### config.mk
export PLATFORM = sky130hd
export DESIGN_NAME = regfile_rename
export DESIGN_NICKNAME = d
export VERILOG_FILES = /design/src/rtl/regfile_rename.sv
export SDC_FILE = /design/constraint.sdc
export NUM_CORES = 2
export LEC_CHECK = 0
export BUFFER_PORTS_ARGS = -buffer_cell sky130_fd_sc_hd__buf_2
export CAP_MARGIN = 0
export CORE_ASPECT_RATIO = 1.4
export CORE_MARGIN = 2
export CORE_UTILIZATION = 30
export CTS_CLUSTER_DIAMETER = 60
export DETAILED_ROUTE_END_ITERATION = 16
export RECOVER_POWER = 25
export SLEW_MARGIN = 20
export SYNTH_ARGS = -nofsm -noshare
export SYNTH_HDL_FRONTEND = slang
export SYNTH_SLANG_ARGS = --single-unit
### constraint.sdc
create_clock -name clk -period 7.1 [get_ports clk]
set_input_delay 1.42 -clock clk [delete_from_list [all_inputs] [get_ports clk]]
set_output_delay 1.42 -clock clk [all_outputs]
set_load 0.02 [all_outputs]
### src/rtl/regfile_rename.sv
// regfile_rename: architectural register file with per-register rename tags.
// Holds committed values for x1..x31 plus the ROB nick of the youngest in-flight
// writer of each register. It serves two combinational source lookups that
// return either a ready value (nick 0) or the pending nick, forwarding a commit
// in the same cycle. A misprediction clear drops every pending tag.
`default_nettype none

module regfile_rename #(
    parameter int REG_NUM = 32,
    parameter int DATA_W  = 32,
    parameter int NICK_W  = 5
) (
    input  logic              clk,
    input  logic              rst,
    input  logic              rdy,
    input  logic              iclr,
    input  logic              iROB_nick_en,
    input  logic [NICK_W-1:0] iROB_nick,
    input  logic [4:0]        iROB_nick_regnm,
    input  logic              iRF_en,
    input  logic [4:0]        iRF_rd_regnm,
    input  logic [DATA_W-1:0] iRF_rd_dt,
    input  logic [NICK_W-1:0] iRF_rd_nick,
    input  logic [4:0]        iRS1_regnm,
    input  logic [4:0]        iRS2_regnm,
    output logic [DATA_W-1:0] oRS1_dt,
    output logic [NICK_W-1:0] oRS1_nick,
    output logic [DATA_W-1:0] oRS2_dt,
    output logic [NICK_W-1:0] oRS2_nick
);

    logic [DATA_W-1:0] data_q [REG_NUM];
    logic [DATA_W-1:0] data_d [REG_NUM];
    logic [NICK_W-1:0] tag_q  [REG_NUM];
    logic [NICK_W-1:0] tag_d  [REG_NUM];

    // Source lookup. Sources see the tags as they stood before this cycle's
    // rename, so an instruction never waits on its own destination rename.
    // During a clear every register reads as ready; a commit landing on the
    // same register is forwarded by register number, because the tag it
    // would have matched is being discarded.
    function automatic logic [NICK_W+DATA_W-1:0] lookup(input logic [4:0] r);
        logic [DATA_W-1:0] dt;
        logic [NICK_W-1:0] nk;
        dt = '0;
        nk = '0;
        if (r != 5'd0) begin
            if (iclr) begin
                dt = (iRF_en && iRF_rd_regnm == r) ? iRF_rd_dt : data_q[r];
            end else if (tag_q[r] == '0) begin
                dt = data_q[r];
            end else if (iRF_en && iRF_rd_nick == tag_q[r]) begin
                dt = iRF_rd_dt;
            end else begin
                nk = tag_q[r];
            end
        end
        return {nk, dt};
    endfunction

    // Both lookup ports; outputs are forced to zero while reset is asserted.
    always_comb begin
        if (rst) begin
            {oRS1_nick, oRS1_dt} = '0;
            {oRS2_nick, oRS2_dt} = '0;
        end else begin
            {oRS1_nick, oRS1_dt} = lookup(iRS1_regnm);
            {oRS2_nick, oRS2_dt} = lookup(iRS2_regnm);
        end
    end

    // Next-state: commit data, conditional tag release, rename, then clear.
    // Later assignments win, which encodes the priority of the four updates.
    always_comb begin
        // NOTE: default every array entry to its current value first; any
        // path that leaves an entry unassigned would infer a latch.
        data_d = data_q;
        tag_d  = tag_q;
        if (rdy) begin
            if (iRF_en && iRF_rd_regnm != 5'd0) begin
                data_d[iRF_rd_regnm] = iRF_rd_dt;
                // Only release the tag if no younger writer has replaced it.
                if (tag_q[iRF_rd_regnm] == iRF_rd_nick) begin
                    tag_d[iRF_rd_regnm] = '0;
                end
            end
            if (iROB_nick_en && !iclr && iROB_nick_regnm != 5'd0) begin
                tag_d[iROB_nick_regnm] = iROB_nick;
            end
            if (iclr) begin
                for (int i = 0; i < REG_NUM; i++) begin
                    tag_d[i] = '0;
                end
            end
        end
    end

    // State registers with synchronous reset. x0 is never a write target, so
    // its entries stay at their reset value of zero.
    always_ff @(posedge clk) begin
        if (rst) begin
            // NOTE: this register file is architectural state that must read
            // as zero after reset, so the storage arrays are reset explicitly
            // rather than left uninitialised like a plain RAM.
            for (int i = 0; i < REG_NUM; i++) begin
                data_q[i] <= '0;
                tag_q[i]  <= '0;
            end
        end else begin
            // NOTE: non-blocking assignments so every register updates from
            // the same pre-edge values, independent of statement order.
            data_q <= data_d;
            tag_q  <= tag_d;
        end
    end

endmodule

`default_nettype wire

==> impl.org <==
** Floorplan
- For this design the top-level I/O count stands at 142.
- Effective utilization at floorplan :: 30.1%
- Die boundary width :: 401 µm
- The initialized floorplan defines 204 standard-cell rows.
- The region available for standard cell placement spans 220,000 µm².
- Die outline area :: 225,000 µm²
- The floorplan step set the die height to 560 µm.

** Job
- The tool flagged a number of max-cap violations equal to 21.

** Worst setup path
- For the worst setup path, the data arrival time is ~5.5 ns.
- Startpoint kind of the worst setup timing path :: primary input
- Counting stages on the worst path, the most repeated cell is sky130_fd_sc_hd__mux4_2.
- R2r startpoint :: tag_q[127]
- Cell family contributing the most delay on the critical path :: multiplexers
- Endpoint of the worst register-to-register path :: tag_q[59]
- The worst register-to-register path has a depth of 7.
- For this run, the slowest stage of the critical path takes 0.76 ns.
- Max FO, Critical Path :: 37
- The worst setup path is of the in -> out kind.
- For this design, the slowest cell found on the critical path is sky130_fd_sc_hd__or3_2.
- Register-to-register setup slack :: 3.12 ns
- Worst endpoint required time :: 5.68 ns
- Worst path cell trace :: buf_8, mux4_2, mux4_2, xnor2_1, a2bb2oi_1, o2111ai_1, or3_2, buf_4, o32ai_1, buf_2
- The critical path starts at iRS1_regnm[0].
- Sum of buffers and inverters on the critical path :: 3
- The worst setup path is captured at an output port.

** Layout
- Final standard cell utilization of the core :: 33.6%
- Ratio of cells with drive above 1 in the final layout :: between 15 and 20%
- After filler insertion, the fill cell instance count of the layout stands at about 22,000.
- Final net count :: 7,375
- Area added between synthesis and finish :: 11.6%

** Synth
- The synthesized design spends more area on one cell type than any other, namely sky130_fd_sc_hd__dfxtp_1.
- In this run the mean area of a mapped cell was 8.68 µm².
- Yosys attributes the largest share of cell area to sky130_fd_sc_hd__dfxtp_1, sky130_fd_sc_hd__mux4_2, sky130_fd_sc_hd__nand2_1.
- Sequential element share of the synthesized area :: 35.8%
- For this run, asynchronously set or reset flops after synthesis account for 0%.
- In this run the biggest area consumer among cell types represents 35.8% of the synthesized area.
- Counting every instance in the synthesized netlist gives 7,632.
- Most used flip-flop cell after synthesis :: sky130_fd_sc_hd__dfxtp_1
- Seq cells post-synth :: 1,184
- Syn Nets :: 7,700
- Yosys printed 0 warnings.
- Yosys mapped a number of flops with a built-in enable equal to 0.
- The netlist uses 65 different library cells.
- Post-Synthesis Cell Area :: 66,300 µm²

** STA
- Number of failing setup endpoints in the final timing report :: 0
- RSZ-0062 raised after global routing :: false
- Fmax :: roughly 140 MHz
- Setup tns final :: 0 ns
- Relative slew slack :: -218%
- The number of pins exceeding their max-slew limit in the final report is 982.
- In the finished design, the share of the clock period the worst path needs comes to 98.1%.
- Worst Clk Skew :: 0.0243 ns
- The final count of hold timing violations was 0.
- For the pin with the worst max-slew slack, the measured transition is around 4.8 ns.
- Clock period minus final worst setup slack :: 6.96 ns

** GRT
- For this run the aggregate overflow at the end of global routing stands at 0.
- In the global route stage, overall resource usage came out at between 20% and 30%.
- The number of antenna violations at the first check in global routing came to 37.
- Entering global routing, the biggest net connects between 200 and 250 pins.
- Via count of the first global-routing pass :: 60,400
- Wire length of the first global-routing pass :: 423 mm

** Clock tree
- Clock root buffer :: sky130_fd_sc_hd__clkbuf_16
- TritonCTS Buffers :: 133
- CTS resizes :: 0
- The clock drives 1,184 sinks.
- Number of levels the H-tree was split into :: 4
- TritonCTS built the clock tree.
- After clock tree synthesis, the clock-pin slew on the worst setup and hold paths is approximately 0.06 ns.
- The number of setup buffers added after CTS is 0.
- Clock latency reported for the late side of the worst-skew pair :: 0.81 ns
- Cts-stage hold buffer count :: 0
- CTS max path bufs :: 3

** Status
- The final reports fail on capacitance limit, slew limit.
- The run finished, with violations left.

** Placement
- Buffers placed on the I/O ports in this run total 141.
- Weighted congestion at the end of routability-driven global placement :: about 0.98
- Detailed placement ended at an HPWL of around 180 mm.

** Route
- Final Routed Wirelength :: 298 mm
- Iteration-0 DRC Markers :: 9,556
- The detail route stage leaves a number of antenna-violating nets equal to 0.
- Post-detailed-route DRC marker count :: 0
- The routed layout has 63,800 vias.
- Average wire per standard cell :: 28.9 µm
- For this run, the detailed router's first-pass iteration total came to 9.
- Number of vias per cell :: 6.19

** Power and ir drop
- For this design the ratio of total power to cell area is 208 nW/µm².
- VDD sags by at most 0.300 mV.
- For this design the static power due to leakage is 23.6 nW.

** Min path
- The startpoint identified for the worst hold timing path is data_q[547].
- Cell depth of the worst hold path :: 2
- The worst hold path belongs to the class reg -> reg.
- Min-Delay Endpoint :: data_q[547]
-- final cells by class --
cell class                      count  area (µm²)  share of cell area, %
Antenna cell                       14        35.0                 0.0474
Clock inverter                     38         430                  0.582
Sequential cell                  1184       23700                   32.0
Tap cell                         2884        3610                   4.88
Inverter                           38         148                  0.200
Timing Repair Buffer              337        2560                   3.47
Clock buffer                      196        3920                   5.30
Multi-Input combinational cell   5613       39600                   53.5
-- cells in the final DEF (no fill, tap or decap), drive strengths merged, types with 4 or more instances in the layout --
cell type	synthesis	final
a211oi	7	7
a21o	32	32
a21oi	1168	1168
a221o	32	32
a221oi	97	97
a22oi	72	72
a31oi	68	68
and2	16	16
and3	14	14
and3b	8	8
buf	171	323
bufinv	0	6
clkbuf	626	210
clkinv	2	20
dfxtp	1184	1184
diode	0	14
inv	36	48
mux2	73	73
mux2i	302	302
mux4	561	561
nand2	2218	2218
nand2b	9	9
nand3	125	125
nand3b	4	4
nand4	6	6
nor2	200	200
nor2b	49	49
nor3	6	6
nor3b	45	45
nor4	23	23
o21a	32	32
o21ai	221	221
o221ai	65	65
o22ai	4	4
o32ai	64	64
o41ai	12	12
or2	35	35
xnor2	8	8
xor2	8	8
-- tightest hold or removal path, stage by stage, from the launching register on --
cell and delay [ns]:
sky130_fd_sc_hd__dfxtp_1 0.31, sky130_fd_sc_hd__nand2_1 0.05, sky130_fd_sc_hd__a21oi_1 0.05
-- synthesized netlist by cell type, types with 8 or more instances --
cell and count:
sky130_fd_sc_hd__a21o_1 32, sky130_fd_sc_hd__a21oi_1 1168, sky130_fd_sc_hd__a221o_1 32, sky130_fd_sc_hd__a221oi_1 97, sky130_fd_sc_hd__a22oi_1 72, sky130_fd_sc_hd__a31oi_1 68
sky130_fd_sc_hd__and2_1 15, sky130_fd_sc_hd__and3_1 14, sky130_fd_sc_hd__and3b_1 8, sky130_fd_sc_hd__buf_1 41, sky130_fd_sc_hd__buf_2 105, sky130_fd_sc_hd__buf_4 8
sky130_fd_sc_hd__buf_6 17, sky130_fd_sc_hd__clkbuf_1 626, sky130_fd_sc_hd__dfxtp_1 1184, sky130_fd_sc_hd__inv_1 35, sky130_fd_sc_hd__mux2_2 73, sky130_fd_sc_hd__mux2i_1 301
sky130_fd_sc_hd__mux4_2 561, sky130_fd_sc_hd__nand2_1 2218, sky130_fd_sc_hd__nand2b_1 9, sky130_fd_sc_hd__nand3_1 125, sky130_fd_sc_hd__nor2_1 200, sky130_fd_sc_hd__nor2b_1 49
sky130_fd_sc_hd__nor3b_1 45, sky130_fd_sc_hd__nor4_1 23, sky130_fd_sc_hd__o21a_1 32, sky130_fd_sc_hd__o21ai_0 221, sky130_fd_sc_hd__o221ai_1 65, sky130_fd_sc_hd__o32ai_1 39
sky130_fd_sc_hd__o32ai_2 25, sky130_fd_sc_hd__o41ai_2 10, sky130_fd_sc_hd__or2_2 35, sky130_fd_sc_hd__xnor2_1 8, sky130_fd_sc_hd__xor2_1 8
-- power breakdown --
part           internal [mW]  switching [mW]  leakage (nW)
clock                   4.05            2.99          2.14
combinational          0.470            1.15          12.0
sequential              6.67          0.0187          9.54
total                   11.2            4.17          23.6
-- worst max path at each step --
| stage | end | slack [ns] | cells after the start |
|---|---|---|---|
| after detailed placement | oRS1_dt[14] | 0.30 | 10 |
| after global placement | oRS1_dt[8] | 0.26 | 10 |
| after floorplan | oRS2_dt[0] | 1.41 | 10 |
| final | oRS1_dt[8] | 0.14 | 10 |
| after global routing | data_q[758] | 0.07 | 4 |
| after CTS | oRS1_dt[14] | 0.30 | 10 |
-- sequential cells by signal (all words and copies together) (netlist names) --
register	flops
data_q	1024
tag_q	160
-- through the flow --
| step | total power [mW] | hold WS, ns | instance area [µm²] | std cells | worst slack, ns |
|---|---|---|---|---|---|
| 2_1_floorplan | 7.84 | 0.443 | 66300 | 7632 | 1.41 |
| 3_3_place_gp | 8.38 | 0.448 | 69700 | 10100 | 0.263 |
| 3_5_place_dp | 8.40 | 0.457 | 69700 | 10100 | 0.301 |
| 4_1_cts | 15.3 | 0.466 | 74100 | 10300 | 0.298 |
| 5_1_grt | 15.7 | 0.479 | 73900 | 10300 | 0.0748 |
| 6_report | 15.4 | 0.465 | 74000 | 10300 | 0.135 |
-- kinds of logic after synthesis --
| kind of cell | synth area share [%] |
|---|---|
| AO/OA/AOI/OAI | 17.1 |
| XOR/XNOR | 0.211 |
| buffers and inverters | 5.17 |
| flip-flops | 35.8 |
| multiplexers | 24.9 |
| AND/OR/NAND/NOR | 16.9 |
-- layer usage --
| layer | global-route usage [%] | wire length, µm |
|---|---|---|
| met1 | 30.3 | 103000 |
| met2 | 38.9 | 130000 |
| met3 | 7.44 | 38700 |
| met4 | 18.9 | 26300 |
| met5 | 0 | 241 |
No activity file was read; power rests on OpenSTA's default activity.
